==> src/rtl/mem_rst_pkg.sv <==
// rtl/mem_rst_pkg.sv - shared states, default cycle constants and counter sizing for mem_rst_seq
package mem_rst_pkg;

  typedef enum logic [2:0] {
    ST_RESET     = 3'd0,
    ST_WAIT_LOCK = 3'd1,
    ST_HOLD      = 3'd2,
    ST_PWRUP     = 3'd3,
    ST_INIT      = 3'd4,
    ST_READY     = 3'd5,
    ST_ERROR     = 3'd6
  } seq_state_e;

  localparam int SYNC_STAGES_DEF  = 2;
  localparam int LOCK_CYCLES_DEF  = 1024;
  localparam int RST_HOLD_DEF     = 16;
  localparam int PWRUP_CYCLES_DEF = 26600;
  localparam int INIT_TIMEOUT_DEF = 65535;

  function automatic int max_of(input int a, input int b);
    return (a > b) ? a : b;
  endfunction

  localparam int MAX_CYCLES_DEF = max_of(max_of(LOCK_CYCLES_DEF, RST_HOLD_DEF),
                                         max_of(PWRUP_CYCLES_DEF, INIT_TIMEOUT_DEF));
  // One spare bit of headroom above the largest load value.
  localparam int CNT_W_DEF = $clog2(MAX_CYCLES_DEF) + 1;

endpackage

==> src/rtl/sync_ff.sv <==
// rtl/sync_ff.sv - multi-flop synchroniser with asynchronous active-low clear
module sync_ff #(
  parameter int STAGES = 2
) (
  input  logic clk_i,
  input  logic rst_ni,
  input  logic d_i,
  output logic q_o
);

  logic [STAGES-1:0] sync_q;

  always_ff @(posedge clk_i or negedge rst_ni) begin
    if (!rst_ni) begin
      sync_q <= '0;
    end else begin
      sync_q <= {sync_q[STAGES-2:0], d_i};
    end
  end

  assign q_o = sync_q[STAGES-1];

endmodule

==> src/rtl/mem_rst_seq.sv <==
// rtl/mem_rst_seq.sv - lock qualification, domain reset release, power-up wait and init handshake
module mem_rst_seq
  import mem_rst_pkg::*;
#(
  parameter int SYNC_STAGES  = SYNC_STAGES_DEF,
  parameter int LOCK_CYCLES  = LOCK_CYCLES_DEF,
  parameter int RST_HOLD     = RST_HOLD_DEF,
  parameter int PWRUP_CYCLES = PWRUP_CYCLES_DEF,
  parameter int INIT_TIMEOUT = INIT_TIMEOUT_DEF,
  parameter int CNT_W        = CNT_W_DEF
) (
  input  logic       clk133,
  input  logic       rst_n,
  input  logic       dcm_lock,
  input  logic       init_done,
  output logic       rst133,
  output logic       init_start,
  output logic       mem_ready,
  output logic       init_err,
  output logic [2:0] seq_state
);

  localparam logic [CNT_W-1:0] LOCK_LOAD  = CNT_W'(LOCK_CYCLES - 1);
  localparam logic [CNT_W-1:0] HOLD_LOAD  = CNT_W'(RST_HOLD - 1);
  localparam logic [CNT_W-1:0] PWRUP_LOAD = CNT_W'(PWRUP_CYCLES - 1);
  localparam logic [CNT_W-1:0] INIT_LOAD  = CNT_W'(INIT_TIMEOUT - 1);

  seq_state_e       state_q, state_d;
  logic [CNT_W-1:0] cnt_q, cnt_d;
  logic             rst133_q, rst133_d;
  logic             init_start_q, init_start_d;
  logic             mem_ready_q, mem_ready_d;
  logic             init_err_q, init_err_d;
  logic             lock_s;
  logic [CNT_W-1:0] cnt_dec;
  logic             cnt_zero;
  logic             lock_lost;

  sync_ff #(
    .STAGES (SYNC_STAGES)
  ) u_lock_sync (
    .clk_i  (clk133),
    .rst_ni (rst_n),
    .d_i    (dcm_lock),
    .q_o    (lock_s)
  );

  assign cnt_dec   = cnt_q - CNT_W'(1);
  assign cnt_zero  = (cnt_q == '0);
  assign lock_lost = !lock_s &&
                     (state_q inside {ST_HOLD, ST_PWRUP, ST_INIT, ST_READY, ST_ERROR});

  always_comb begin
    state_d      = state_q;
    cnt_d        = cnt_q;
    rst133_d     = rst133_q;
    init_start_d = 1'b0;
    mem_ready_d  = mem_ready_q;
    init_err_d   = init_err_q;

    case (state_q)
      ST_WAIT_LOCK: begin
        rst133_d    = 1'b1;
        mem_ready_d = 1'b0;
        if (!lock_s) begin
          cnt_d = LOCK_LOAD;
        end else if (cnt_zero) begin
          state_d = ST_HOLD;
          cnt_d   = HOLD_LOAD;
        end else begin
          cnt_d = cnt_dec;
        end
      end
      ST_HOLD: begin
        if (cnt_zero) begin
          state_d  = ST_PWRUP;
          cnt_d    = PWRUP_LOAD;
          rst133_d = 1'b0;
        end else begin
          cnt_d = cnt_dec;
        end
      end
      ST_PWRUP: begin
        if (cnt_zero) begin
          state_d      = ST_INIT;
          cnt_d        = INIT_LOAD;
          init_start_d = 1'b1;
        end else begin
          cnt_d = cnt_dec;
        end
      end
      ST_INIT: begin
        // A done arriving on the timeout cycle still counts as success.
        if (init_done) begin
          state_d     = ST_READY;
          mem_ready_d = 1'b1;
        end else if (cnt_zero) begin
          state_d    = ST_ERROR;
          init_err_d = 1'b1;
        end else begin
          cnt_d = cnt_dec;
        end
      end
      ST_READY, ST_ERROR: begin
      end
      default: begin
        state_d     = ST_WAIT_LOCK;
        cnt_d       = LOCK_LOAD;
        rst133_d    = 1'b1;
        mem_ready_d = 1'b0;
      end
    endcase

    // Lock loss overrides any progress made this cycle; init_err stays sticky.
    if (lock_lost) begin
      state_d      = ST_WAIT_LOCK;
      cnt_d        = LOCK_LOAD;
      rst133_d     = 1'b1;
      mem_ready_d  = 1'b0;
      init_start_d = 1'b0;
    end
  end

  always_ff @(posedge clk133 or negedge rst_n) begin
    if (!rst_n) begin
      state_q      <= ST_RESET;
      cnt_q        <= '0;
      rst133_q     <= 1'b1;
      init_start_q <= 1'b0;
      mem_ready_q  <= 1'b0;
      init_err_q   <= 1'b0;
    end else begin
      state_q      <= state_d;
      cnt_q        <= cnt_d;
      rst133_q     <= rst133_d;
      init_start_q <= init_start_d;
      mem_ready_q  <= mem_ready_d;
      init_err_q   <= init_err_d;
    end
  end

  assign rst133     = rst133_q;
  assign init_start = init_start_q;
  assign mem_ready  = mem_ready_q;
  assign init_err   = init_err_q;
  assign seq_state  = state_q;

endmodule

==> config.mk <==
export PLATFORM = sky130hd
export DESIGN_NAME = mem_rst_seq
export DESIGN_NICKNAME = d
export VERILOG_FILES = /design/src/rtl/mem_rst_pkg.sv /design/src/rtl/sync_ff.sv /design/src/rtl/mem_rst_seq.sv
export SDC_FILE = /design/constraint.sdc
export NUM_CORES = 1
export LEC_CHECK = 0
export ABC_CLOCK_PERIOD_IN_PS = 2120
export CAP_MARGIN = 20
export CORE_UTILIZATION = 45
export CTS_BUF_LIST = sky130_fd_sc_hd__clkbuf_16
export DETAILED_ROUTE_END_ITERATION = 10
export PLACE_DENSITY = 0.75
export SLEW_MARGIN = 40
export SYNTH_ARGS = -nofsm -noshare
export SYNTH_HDL_FRONTEND = slang
export SYNTH_SLANG_ARGS = --single-unit
==> constraint.sdc <==
create_clock -name clk133 -period 2.12 [get_ports clk133]
set_input_delay 0.212 -clock clk133 [delete_from_list [all_inputs] [get_ports clk133]]
set_output_delay 0.212 -clock clk133 [all_outputs]
set_load 0.05 [all_outputs]
==> flow_summary.rst, run 1 <==
.. list-table::
   :header-rows: 1

   * - Metric
     - Value
   * - Final period utilization
     - 113%
   * - Yosys top cell area share
     - 34.3%
   * - Die height
     - 65.6 um
   * - Worst hold-check slack
     - about 0.32 ns
   * - Standard-cell row count
     - 22
   * - Critical Path Start Type
     - flip-flop
   * - Reg-to-reg endpoint
     - cnt_q[10]
   * - Pin count of the biggest net entering global routing
     - 27
   * - Die ar.
     - around 4300 um2
   * - Crit-path most repeated cell
     - sky130_fd_sc_hd__or4_4
   * - Asr flop ratio synth
     - 100%
   * - Max Transition Viols Final
     - 0
   * - Instance area after placement
     - between 2000 and 2500 um2
   * - P_leak
     - approximately 1.2 nW
   * - Total clock sinks
     - 26
   * - Origin of the critical flop-to-flop path
     - cnt_q[7]
   * - Clock tree root driver cell
     - sky130_fd_sc_hd__clkbuf_16
   * - Clock-pin transition on the worst setup and hold timing paths
     - roughly 0.070 ns
   * - Die X
     - approximately 66 um
   * - Worst Hold Class
     - input pin to asynchronous set/reset pin
   * - Instance count on the critical path
     - 7
   * - Slew at the pin closest to its max-slew limit
     - between 0.5 and 0.6 ns
   * - Critical path endpoint
     - cnt_q[10]
   * - Register-to-register path setup slack
     - -0.29 ns
   * - Final Hold Fails
     - 0
   * - Setup slack of the critical path after layout
     - -0.286 ns
   * - Multiplexer fraction of the synthesized cell area
     - 0.549%
   * - Number of global-route vias before repair
     - approximately 2100
   * - Synthesis-to-finish area growth
     - 48.4%
   * - Count of unique library cells instantiated by Yosys
     - 54
   * - Synthesis warning total
     - 0
   * - Area share of xor/xnor cells in the synthesized design
     - under 10%
   * - Fill cell instance count of the final layout
     - 281
   * - Source of the critical timing path
     - cnt_q[7]
   * - Largest area contributor in the synthesized netlist
     - sky130_fd_sc_hd__dfrtp_1
   * - Mean area per synthesized cell
     - between 8 and 9 um2
   * - Initial core utilization
     - between 40% and 50%
   * - Port-buffer cells
     - 10
   * - Buffer and inverter count on the worst path
     - 2
   * - Placeable core area
     - between 3000 and 4000 um2
   * - Global-route total usage across every layer
     - ~31%
   * - Timing-limited maximum frequency
     - just over 0.4 GHz
   * - Outcome
     - complete, but fails checks
   * - CTS tree
     - built
   * - Multi-input logic area
     - about 1200 um2
   * - Delay-heaviest family, CP
     - simple AND/OR/NAND/NOR gates
   * - First-pass GRT wire length
     - between 10000 and 15000 um
   * - Initial antenna violation count
     - 0
   * - Worst-case clock skew
     - ~0.0055 ns
   * - Total area of sequential cells
     - about 650 um2
   * - Number of antenna cells inserted
     - 0
   * - Cell Chain, Critical Path
     - or4_4 > or4_4 > buf_6 > nor4_4 > buf_4 > nor2_2 > o211ai_1
   * - Post-synth net total
     - between 200 and 250
   * - Peak supply drop
     - 400 uV
   * - Grt total ovfl
     - 0
   * - Post-DP HPWL
     - slightly below 4000 um
   * - Area contributors post-synth
     - sky130_fd_sc_hd__dfrtp_1 (34%), sky130_fd_sc_hd__o21ai_0 (6.3%), sky130_fd_sc_hd__nor2_1 (4.7%), sky130_fd_sc_hd__a21oi_1 (4.1%), sky130_fd_sc_hd__nand2_1 (3.7%)
   * - Final design instance area without fill
     - ~2700 um2
   * - Number of design-rule violations left by the first detailed-router iteration
     - 280
   * - Critical Path RT
     - about 2.3 ns
   * - Post-synthesis register bit count
     - 26
   * - Cell count of the worst reg-to-reg path
     - 7
   * - Count of max-cap constraint violations
     - 0
   * - EDFF count, synth
     - 0
   * - Ports placed on the boundary
     - 11
   * - Detailed Route WL
     - 6440 um
   * - Basic-gate share of the synthesized area counting and, or, nand and nor cells
     - between 20% and 30%
   * - Wirelength per Cell
     - 19.1 um
   * - Main combinational cell family by area after synthesis
     - compound AO/OA/AOI/OAI gates
   * - Level count of the clock H-tree
     - 1
   * - Unrepaired setup endpoints after global routing
     - yes
   * - Most used flip-flop cell after synthesis
     - sky130_fd_sc_hd__dfrtp_1
   * - Post-detailed-route count of antenna-violating nets
     - 0
   * - Cts bufs inserted
     - 3
   * - Critical path start-end classification
     - flip-flop to flip-flop
   * - Sequential area share after synthesis
     - 35.8%
   * - Avg Vias per Cell
     - between 6 and 7
   * - P per Cell Area
     - 450 nW/um2
   * - Hold buffer count at CTS
     - 0
   * - Post-Syn Area
     - roughly 1800 um2
   * - DRC violation count after routing
     - 0
   * - Max FO, Critical Path
     - 6
   * - CP arrival
     - around 2.6 ns
   * - Final #Nets
     - 296
   * - CP max-delay cell
     - sky130_fd_sc_hd__or4_4
   * - Setup Viol. Count Final
     - 20
   * - Count of TritonRoute iterations in the first routing pass
     - 5
   * - Relative slew margins
     - a little over 60%
   * - Synth Area in Compound Gates
     - between 30 and 40%
   * - Final weighted congestion in routability-driven placement
     - 1.03
   * - Clk buf depth
     - 2
   * - Total number of vias
     - approximately 2200
   * - Violated checks
     - setup timing
   * - Crit path capture type
     - flip-flop
   * - Fraction of final layout cells with drive strength greater than 1
     - around a third
   * - Mapped Cells
     - between 200 and 250
   * - Worst-skew pair later-pin latency
     - about 0.27 ns
   * - Share of synthesized cell area in full adder, half adder and majority cells
     - about 1.4%
   * - Final min period
     - around 2.4 ns
   * - Largest incremental delay on the critical path
     - around 0.61 ns
where the power goes:
part | total [mW] | switching [mW] | internal, mW
combinational | 0.117 | 0.0617 | 0.0554
clock | 0.565 | 0.189 | 0.377
sequential | 0.533 | 0.0226 | 0.511
stage by stage:
step | power [mW] | setup TNS (ns) | setup WS (ns) | utilization (%) | std cells
after floorplan | 0.579 | -1.28 | -0.192 | - | 217
after global placement | 0.645 | -2.38 | -0.221 | 62.3 | 322
after detailed placement | 0.649 | -3.37 | -0.260 | 62.3 | 322
after CTS | 1.21 | -3.31 | -0.242 | 70.0 | 336
after global routing | 1.26 | -5.13 | -0.358 | 71.7 | 337
final | 1.22 | -3.84 | -0.286 | 71.7 | 337
cells by family after synthesis:
logic type,after synthesis
muxes,1
AOI/OAI and AO/OA,82
and+or+nand+nor,83
DFF,26
xor gates and xnor gates,4
adders and majority gates,2
buffers and inverters,19
layer usage:
metal	part of all wire [%]	up-vias	track usage [%]
met2	50	149	50.3
li1	-	972	-
met3	9.4	27	7.81
met1	38	1038	37.5
met4	3.0	0	17.4
met5	0	-	0
synth_stat cells, types with 3 or more instances:
library cell / n
sky130_fd_sc_hd__nand2b_1: 7
sky130_fd_sc_hd__a21o_1: 3
sky130_fd_sc_hd__a31oi_1: 5
sky130_fd_sc_hd__clkbuf_1: 6
sky130_fd_sc_hd__nand3_1: 6
sky130_fd_sc_hd__nor4_1: 5
sky130_fd_sc_hd__xnor2_1: 4
sky130_fd_sc_hd__o21ai_0: 23
sky130_fd_sc_hd__and2_1: 3
sky130_fd_sc_hd__nand2_1: 18
sky130_fd_sc_hd__o211ai_1: 3
sky130_fd_sc_hd__o31ai_1: 4
sky130_fd_sc_hd__inv_1: 9
sky130_fd_sc_hd__a21oi_1: 15
sky130_fd_sc_hd__nor2b_1: 3
sky130_fd_sc_hd__dfrtp_1: 25
sky130_fd_sc_hd__nor2_1: 23
sky130_fd_sc_hd__nor3_1: 5
what timing repair did:
item,CTS,global route
setup endpoints to repair,20,24
buffers inserted,8,2
pin swaps,15,12
cloned,2,0
gates resized for setup,35,13
registers in the layout, summed over array words and instances, names as in the netlist:
register,count
mem_ready,1
init_start,1
seq_state,3
cnt_q,17
rst133,1
init_err,1
u_lock_sync.sync_q,2
worst min-delay path by stage:
stage                            end  slack, ns
2_1_floorplan               cnt_q[0]      -0.08
3_3_place_gp   u_lock_sync.sync_q[1]       0.34
3_5_place_dp   u_lock_sync.sync_q[1]       0.34
4_1_cts                   init_start       0.33
5_1_grt                   init_start       0.35
6_report                  init_start       0.32
placed cells by master (no fill, tap or decap), types with 3 or more instances in the layout:
master / instances
sky130_fd_sc_hd__or4_4: 3
sky130_fd_sc_hd__nor2_1: 22
sky130_fd_sc_hd__buf_4: 57
sky130_fd_sc_hd__clkbuf_16: 3
sky130_fd_sc_hd__o31ai_1: 4
sky130_fd_sc_hd__nand2b_1: 7
sky130_fd_sc_hd__a21oi_1: 15
sky130_fd_sc_hd__nor3_1: 4
sky130_fd_sc_hd__dfrtp_1: 25
sky130_fd_sc_hd__nor2b_1: 3
sky130_fd_sc_hd__xnor2_1: 4
sky130_fd_sc_hd__o21ai_0: 10
sky130_fd_sc_hd__o211ai_1: 3
sky130_fd_sc_hd__and2_1: 3
sky130_fd_sc_hd__o21ai_2: 7
sky130_fd_sc_hd__nand2_1: 17
sky130_fd_sc_hd__buf_6: 11
sky130_fd_sc_hd__nand3_1: 6
sky130_fd_sc_hd__clkdlybuf4s50_1: 7
sky130_fd_sc_hd__a31oi_1: 5
sky130_fd_sc_hd__inv_1: 9
sky130_fd_sc_hd__a21o_1: 3
sky130_fd_sc_hd__o21ai_1: 8
sky130_fd_sc_hd__nor4_1: 4
cell type report:
class / instances / area share [%]
Clock buffer: 3 / 2.78
Clock inverter: 1 / 1.11
Inverter: 9 / 1.25
Multi-Input combinational cell: 173 / 44.6
Sequential cell: 26 / 24.1
Tap cell: 48 / 2.22
Timing Repair Buffer: 77 / 23.9
Note: power is estimated with default switching activity, not from simulation.
==> run 2, diff against run 1 <==
--- a/config.mk
+++ b/config.mk
@@ -5,8 +5,9 @@
 export SDC_FILE = /design/constraint.sdc
 export NUM_CORES = 1
 export LEC_CHECK = 0
-export ABC_CLOCK_PERIOD_IN_PS = 2120
-export CAP_MARGIN = 20
+export ABC_CLOCK_PERIOD_IN_PS = 2100
+export CAP_MARGIN = 10
+export CORE_MARGIN = 2
 export CORE_UTILIZATION = 45
 export CTS_BUF_LIST = sky130_fd_sc_hd__clkbuf_16
 export DETAILED_ROUTE_END_ITERATION = 10
==> constraint.sdc (replaced) <==
create_clock -name clk133 -period 2.1 [get_ports clk133]
set_input_delay 0.21 -clock clk133 [delete_from_list [all_inputs] [get_ports clk133]]
set_output_delay 0.21 -clock clk133 [all_outputs]
set_load 0.05 [all_outputs]
==> run 2 against run 1 <==
Effect of this change: clock skew fell by 0.0018 ns; count of clock-buffer cells in the layout unchanged; global-route usage decreased by 3.3 points; the run still ends with setup timing left; critical endpoint is now cnt_q[8]; wire length fell by 6.6%; largest cell class unchanged; non-clock buffer count down 5; flip-flop and latch count unchanged; first-iteration DRC count down 24%.
==> flow_summary.rst, run 2 (synthesis gave the netlist of run 1 again) <==
.. list-table::
   :header-rows: 1

   * - Metric
     - Value
   * - Outcome
     - complete, but fails checks (unchanged)
   * - Violated checks
     - setup timing (unchanged)
   * - CP max-delay cell
     - sky130_fd_sc_hd__or4_4 (unchanged)
   * - Crit-path most repeated cell
     - sky130_fd_sc_hd__or4_4 (unchanged)
   * - Peak supply drop
     - 274 uV (was 400 uV)
   * - Total number of vias
     - 2073 (was 2186)
   * - Grt total ovfl
     - 0 (unchanged)
   * - Final Hold Fails
     - 0 (unchanged)
   * - Setup slack of the critical path after layout
     - -0.277 ns (was -0.286 ns)
   * - Ports placed on the boundary
     - 11 (unchanged)
   * - Largest reg by FF count
     - cnt_q (unchanged)
   * - Pre-CTS WS
     - -0.256 ns (was -0.260 ns)
   * - Die ar.
     - 4570 um2 (was 4310 um2)
   * - Fraction of final layout cells with drive strength greater than 1
     - 32.0% (was 34.3%)
   * - Critical Path Start Type
     - flip-flop (unchanged)
   * - Die X
     - 67.6 um (was 65.6 um)
   * - Critical Path RT
     - 2.25 ns (was 2.30 ns)
   * - Clock tree root driver cell
     - sky130_fd_sc_hd__clkbuf_16 (unchanged)
   * - Final min period
     - 2.38 ns (was 2.41 ns)
   * - Standard-cell row count
     - 23 (was 22)
   * - Leading cell type in the layout, fill and taps excluded
     - sky130_fd_sc_hd__buf_4 (unchanged)
   * - Max Transition Viols Final
     - 0 (unchanged)
   * - Relative slew margins
     - 66.8% (was 62.1%)
   * - Detailed Route WL
     - 6020 um (was 6440 um)
   * - CP arrival
     - 2.52 ns (was 2.59 ns)
   * - Largest incremental delay on the critical path
     - 0.59 ns (was 0.61 ns)
   * - Design Power
     - 1.21 mW (was 1.22 mW)
   * - Slew at the pin closest to its max-slew limit
     - 0.491 ns (was 0.566 ns)
   * - Clock-pin transition on the worst setup and hold timing paths
     - 0.07 ns (about the same)
   * - Post-Place Cells
     - 319 (was 322)
   * - Number of antenna cells inserted
     - 0 (unchanged)
   * - Initial core utilization
     - 46.2% (was 48.3%)
   * - Final weighted congestion in routability-driven placement
     - 0.958 (was 1.03)
   * - Critical path start-end classification
     - flip-flop to flip-flop (unchanged)
   * - First-pass GRT wire length
     - 9600 um (was 10100 um)
   * - Post-detailed-route count of antenna-violating nets
     - 0 (unchanged)
   * - Clk buf depth
     - 2 (unchanged)
   * - Worst-case clock skew
     - 0.00367 ns (was 0.00551 ns)
   * - Die height
     - 67.6 um (was 65.6 um)
   * - Worst Hold Class
     - input pin to asynchronous set/reset pin (unchanged)
   * - Hold buffer count at CTS
     - 0 (unchanged)
   * - Number of design-rule violations left by the first detailed-router iteration
     - 214 (was 280)
   * - Setup Viol. Count Final
     - 21 (was 20)
   * - Buffer and inverter count on the worst path
     - 1 (was 2)
   * - Final design instance area without fill
     - 2650 um2 (was 2700 um2)
   * - Post-DP HPWL
     - 3900 um (was 3950 um)
   * - Cell Chain, Critical Path
     - or4_4 > or4_4 > nor2_8 > buf_6 > nand3_1 > a32o_1 (was or4_4 > or4_4 > buf_6 > nor4_4 > buf_4 > nor2_2 > o211ai_1)
   * - Fin cells
     - 334 (was 337)
   * - P per Cell Area
     - 457 nW/um2 (was 450 nW/um2)
   * - Count of max-cap constraint violations
     - 0 (unchanged)
   * - Synthesis-to-finish area growth
     - 45.5% (was 48.4%)
   * - Leading cell types in the layout, fill and taps excluded
     - sky130_fd_sc_hd__buf_4 (54), sky130_fd_sc_hd__dfrtp_1 (25), sky130_fd_sc_hd__nor2_1 (20) (was sky130_fd_sc_hd__buf_4 (57), sky130_fd_sc_hd__dfrtp_1 (25), sky130_fd_sc_hd__nor2_1 (22))
   * - Instance count on the critical path
     - 6 (was 7)
   * - Cts bufs inserted
     - 3 (unchanged)
   * - Register-to-register path setup slack
     - -0.28 ns (was -0.29 ns)
   * - Placeable core area
     - 3940 um2 (was 3770 um2)
   * - Cell count of the worst reg-to-reg path
     - 6 (was 7)
   * - Delay-heaviest family, CP
     - simple AND/OR/NAND/NOR gates (unchanged)
   * - CTS tree
     - built (unchanged)
   * - Count of TritonRoute iterations in the first routing pass
     - 4 (was 5)
   * - Total clock sinks
     - 26 (unchanged)
   * - Wirelength per Cell
     - 18.0 um (was 19.1 um)
   * - Level count of the clock H-tree
     - 1 (unchanged)
   * - Crit path capture type
     - flip-flop (unchanged)
   * - Global-route total usage across every layer
     - 27.9% (was 31.2%)
   * - Initial antenna violation count
     - 0 (unchanged)
   * - Avg Vias per Cell
     - 6.21 (was 6.49)
   * - Unrepaired setup endpoints after global routing
     - yes (unchanged)
   * - Worst hold-check slack
     - 0.312 ns (was 0.321 ns)
   * - P_leak
     - 1.15 nW (was 1.19 nW)
   * - Final period utilization
     - 113% (about the same)
   * - Number of flip-flops under the largest register name
     - 17 (unchanged)
   * - Number of global-route vias before repair
     - 1993 (was 2111)
   * - DRC violation count after routing
     - 0 (unchanged)
   * - Port-buffer cells
     - 10 (unchanged)
   * - Pin count of the biggest net entering global routing
     - 27 (unchanged)
   * - Final #Nets
     - 291 (was 296)
   * - Max FO, Critical Path
     - 7 (was 6)
   * - Worst-skew pair later-pin latency
     - 0.26 ns (was 0.27 ns)
   * - Instance area after placement
     - 2320 um2 (was 2350 um2)
   * - Timing-limited maximum frequency
     - 0.421 GHz (was 0.416 GHz)
==> run 2: cell types whose count changed in the layout (fill, tap and decap cells not counted), moves of 2 or more <==
cell	delta
sky130_fd_sc_hd__o21ai_1	+7
sky130_fd_sc_hd__o21ai_2	-7
sky130_fd_sc_hd__nor2_1	-2
sky130_fd_sc_hd__buf_6	-2
sky130_fd_sc_hd__buf_4	-3
sky130_fd_sc_hd__nor2_2	+2
==> run 2: final cells by class <==
type,count,area [um2]
fill,283,1290
sequential,26,652
inverter,9,33.8
clock inverter,1,30.0
clock buffer,3,75.1
tap,50,62.6
timing repair buffer,72,599
multi-input combinational,173,1200
==> run 2: metrics by stage <==
step | setup TNS, ns | utilization, %
2_1_floorplan | -1.64 | -
3_3_place_gp | -2.73 | 58.7
3_5_place_dp | -3.39 | 58.9
4_1_cts | -3.48 | 64.8
5_1_grt | -5.51 | 67.2
6_report | -3.79 | 67.2
==> run 2: path summary, 6_finish.rpt <==
kind                                       start                    end
setup / recovery                        cnt_q[7]               cnt_q[8]
hold / removal                             rst_n               cnt_q[6]
setup reg to reg                        cnt_q[7]               cnt_q[8]
hold reg to reg            u_lock_sync.sync_q[0]  u_lock_sync.sync_q[1]
max in group asynchronous                  rst_n                 rst133
min in group clk133        u_lock_sync.sync_q[0]  u_lock_sync.sync_q[1]
==> run 2: power by group <==
part	internal [mW]	leakage, nW	switching [mW]
registers	0.516	0.302	0.0132
clock network	0.380	0.0511	0.182
logic	0.0550	0.801	0.0659
==> run 2: per-layer routing <==
metal,share of wire [%],track usage [%]
met5,0,0
met4,2.7,8.93
met3,6.2,3.50
met2,49,47.5
met1,42,36.5
==> run 2: timing repair <==
item | in CTS | in global routing
pin swaps | 9 | 10
endpoints found under the setup margin | 22 | 23
cloned | 1 | 0
gates resized for setup | 28 | 15
setup buffers | 5 | 6
==> run 3, diff against run 2 <==
--- a/config.mk
+++ b/config.mk
@@ -11,6 +11,7 @@
 export CORE_UTILIZATION = 45
 export CTS_BUF_LIST = sky130_fd_sc_hd__clkbuf_16
 export DETAILED_ROUTE_END_ITERATION = 10
+export MAX_ROUTING_LAYER = met4
 export PLACE_DENSITY = 0.75
 export SLEW_MARGIN = 40
 export SYNTH_ARGS = -nofsm -noshare
==> run 3 against run 2 <==
Effect of this change: the run still ends with setup timing left; sequential power about the same; global-route usage increased by 0.36 points; final cell count increased by 0.30%; worst setup slack improved by 0.022 ns; non-clock buffer count increased by 1; count of clock-buffer cells in the layout unchanged; via count decreased by 0.92%; highest routed layer unchanged; clock power about the same; cell area increased by 0.80%; critical path depth increased by 1; largest power group unchanged.
==> flow_summary.rst, run 3 (synthesis gave the netlist of run 1 again) <==
.. list-table::
   :header-rows: 1

   * - Metric
     - Value
   * - Count of TritonRoute iterations in the first routing pass
     - 5 (was 4)
   * - Initial core utilization
     - 46.2% (unchanged)
   * - DRC violation count after routing
     - 0 (unchanged)
   * - Unrepaired setup endpoints after global routing
     - yes (unchanged)
   * - CTS tree
     - built (unchanged)
   * - Timing-limited maximum frequency
     - 0.425 GHz (was 0.421 GHz)
   * - Synthesis-to-finish area growth
     - 46.6% (was 45.5%)
   * - Post-Place Cells
     - 321 (was 319)
   * - Portion of total power attributed to the clock network
     - 46.5% (was 46.4%)
   * - Die height
     - 67.6 um (unchanged)
   * - Final #Nets
     - 292 (was 291)
   * - Standard-cell row count
     - 23 (unchanged)
   * - Design Power
     - 1.21 mW (about the same)
   * - Largest reg by FF count
     - cnt_q (unchanged)
   * - Worst Hold Class
     - input pin to asynchronous set/reset pin (unchanged)
   * - Ports placed on the boundary
     - 11 (unchanged)
   * - Critical Path RT
     - 2.28 ns (was 2.25 ns)
   * - Total clock sinks
     - 26 (unchanged)
   * - Clock-pin transition on the worst setup and hold timing paths
     - 0.07 ns (about the same)
   * - Die ar.
     - 4570 um2 (unchanged)
   * - First-pass GRT wire length
     - 9400 um (was 9600 um)
   * - Global-route total usage across every layer
     - 28.3% (was 27.9%)
   * - Number of antenna cells inserted
     - 0 (unchanged)
   * - Cell Chain, Critical Path
     - or4_4 > or4_4 > buf_6 > nor4_4 > buf_4 > a21oi_1 > o221ai_1 (was or4_4 > or4_4 > nor2_8 > buf_6 > nand3_1 > a32o_1)
   * - Avg Vias per Cell
     - 6.13 (was 6.21)
   * - Detailed Route WL
     - 5770 um (was 6020 um)
   * - Hold buffer count at CTS
     - 0 (unchanged)
   * - Number of design-rule violations left by the first detailed-router iteration
     - 270 (was 214)
   * - Number of global-route vias before repair
     - 1971 (was 1993)
   * - P per Cell Area
     - 455 nW/um2 (was 457 nW/um2)
   * - Critical Path Start Type
     - flip-flop (unchanged)
   * - Instance area after placement
     - 2350 um2 (was 2320 um2)
   * - Fraction of power consumed by combinational cells
     - 9.9% (was 10.0%)
   * - Final period utilization
     - 112% (was 113%)
   * - Outcome
     - complete, but fails checks (unchanged)
   * - Fin cells
     - 335 (was 334)
   * - Worst-skew pair later-pin latency
     - 0.27 ns (was 0.26 ns)
   * - Total number of vias
     - 2054 (was 2073)
   * - Clk buf depth
     - 2 (unchanged)
   * - Relative slew margins
     - 60.1% (was 66.8%)
   * - Slew at the pin closest to its max-slew limit
     - 0.592 ns (was 0.491 ns)
   * - Placeable core area
     - 3940 um2 (unchanged)
   * - CP arrival
     - 2.54 ns (was 2.52 ns)
   * - P_leak
     - 1.16 nW (was 1.15 nW)
   * - Delay-heaviest family, CP
     - simple AND/OR/NAND/NOR gates (unchanged)
   * - Worst-case clock skew
     - 0.00870 ns (was 0.00367 ns)
   * - Level count of the clock H-tree
     - 1 (unchanged)
   * - Max FO, Critical Path
     - 7 (unchanged)
   * - Fraction of final layout cells with drive strength greater than 1
     - 33.7% (was 32.0%)
   * - Violated checks
     - setup timing (unchanged)
   * - Final Hold Fails
     - 0 (unchanged)
   * - Final weighted congestion in routability-driven placement
     - 1.01 (was 0.958)
   * - Setup slack of the critical path after layout
     - -0.255 ns (was -0.277 ns)
   * - Cts bufs inserted
     - 3 (unchanged)
   * - Grt total ovfl
     - 0 (unchanged)
   * - Initial antenna violation count
     - 0 (unchanged)
   * - Buffer and inverter count on the worst path
     - 2 (was 1)
   * - Critical path start-end classification
     - flip-flop to flip-flop (unchanged)
   * - Wirelength per Cell
     - 17.2 um (was 18.0 um)
   * - Peak supply drop
     - 258 uV (was 274 uV)
   * - Clock tree root driver cell
     - sky130_fd_sc_hd__clkbuf_16 (unchanged)
   * - Seq pwr share
     - 43.6% (was 43.7%)
   * - Final design instance area without fill
     - 2670 um2 (was 2650 um2)
   * - Proportion of total power due to net switching
     - 21.6% (about the same)
   * - Setup Viol. Count Final
     - 22 (was 21)
   * - Net switching power of the design
     - 0.263 mW (was 0.261 mW)
   * - Die X
     - 67.6 um (unchanged)
   * - Leading cell types in the layout, fill and taps excluded
     - sky130_fd_sc_hd__buf_4 (55), sky130_fd_sc_hd__dfrtp_1 (25), sky130_fd_sc_hd__nor2_1 (22) (was sky130_fd_sc_hd__buf_4 (54), sky130_fd_sc_hd__dfrtp_1 (25), sky130_fd_sc_hd__nor2_1 (20))
   * - Post-detailed-route count of antenna-violating nets
     - 0 (unchanged)
   * - Largest incremental delay on the critical path
     - 0.61 ns (was 0.59 ns)
   * - Pre-CTS WS
     - -0.265 ns (was -0.256 ns)
   * - Max Transition Viols Final
     - 0 (unchanged)
   * - Number of flip-flops under the largest register name
     - 17 (unchanged)
   * - Count of max-cap constraint violations
     - 0 (unchanged)
   * - CP max-delay cell
     - sky130_fd_sc_hd__or4_4 (unchanged)
   * - Crit path capture type
     - flip-flop (unchanged)
   * - Crit-path most repeated cell
     - sky130_fd_sc_hd__or4_4 (unchanged)
   * - Port-buffer cells
     - 10 (unchanged)
   * - Leading cell type in the layout, fill and taps excluded
     - sky130_fd_sc_hd__buf_4 (unchanged)
   * - Pin count of the biggest net entering global routing
     - 27 (unchanged)
   * - Final min period
     - 2.36 ns (was 2.38 ns)
   * - Post-DP HPWL
     - 3930 um (was 3900 um)
   * - Internal Power
     - 0.952 mW (was 0.951 mW)
run 3: power groups by stage:
stage	sequential [mW]	combinational, mW	clock, mW
CTS	0.529	0.116	0.571
global route	0.532	0.134	0.591
detailed placement	0.539	0.116	0
floorplan	0.544	0.0411	0
global placement	0.538	0.113	0
finish	0.530	0.120	0.565
run 3: area by class of cell:
| cell class | instances | area [um2] |
|---|---|---|
| clock buffers | 3 | 75.1 |
| clock inverters | 1 | 30.0 |
| fillers | 304 | 1270 |
| inverters | 9 | 33.8 |
| multi-input cells | 173 | 1200 |
| flip-flops and latches | 26 | 652 |
| well taps | 50 | 62.6 |
| repair buffers | 73 | 617 |
run 3: path summary, 6_finish.rpt:
path | startpoint | endpoint | slack, ns | depth (start not counted)
max in group asynchronous | rst_n | rst133 | 1.48 | 2
hold / removal | rst_n | cnt_q[14] | 0.32 | 2
hold reg to reg | u_lock_sync.sync_q[0] | u_lock_sync.sync_q[1] | 0.35 | 0
setup / recovery | cnt_q[7] | cnt_q[14] | -0.26 | 7
setup reg to reg | cnt_q[7] | cnt_q[14] | -0.26 | 7
min in group clk133 | u_lock_sync.sync_q[0] | u_lock_sync.sync_q[1] | 0.35 | 0
run 3: metal layers:
layer / wire length, um / up-vias / GRT usage (%)
met5: 0 / - / -
met4: 145 / 0 / 12.8
met2: 2780 / 85 / 43.0
met1: 2530 / 995 / 37.7
li1: - / 961 / -
met3: 322 / 13 / 3.33
run 3: worst register-to-register path: stages, from the launching register on:
cell and delay, ns:
sky130_fd_sc_hd__dfrtp_1 0.38, sky130_fd_sc_hd__or4_4 0.54, sky130_fd_sc_hd__or4_4 0.61, sky130_fd_sc_hd__buf_6 0.17, sky130_fd_sc_hd__nor4_4 0.17, sky130_fd_sc_hd__buf_4 0.18
sky130_fd_sc_hd__a21oi_1 0.04, sky130_fd_sc_hd__o221ai_1 0.18
run 3: per-stage QoR:
stage               utilization, %  hold slack, ns  setup TNS (ns)
CTS                           65.8           0.328           -3.41
floorplan                        -         -0.0856           -1.64
global route                  67.8           0.365           -5.69
detailed placement            59.5           0.337           -3.42
global placement              59.3           0.333           -2.94
finish                        67.8           0.316           -4.11
run 3: repair_timing:
item / 4_1_cts / 5_1_grt
buffers inserted: 6 / 3
resized for setup: 32 / 12
endpoints found under the setup margin: 22 / 23
gates cloned: 1 / 0
pin swaps: 11 / 5
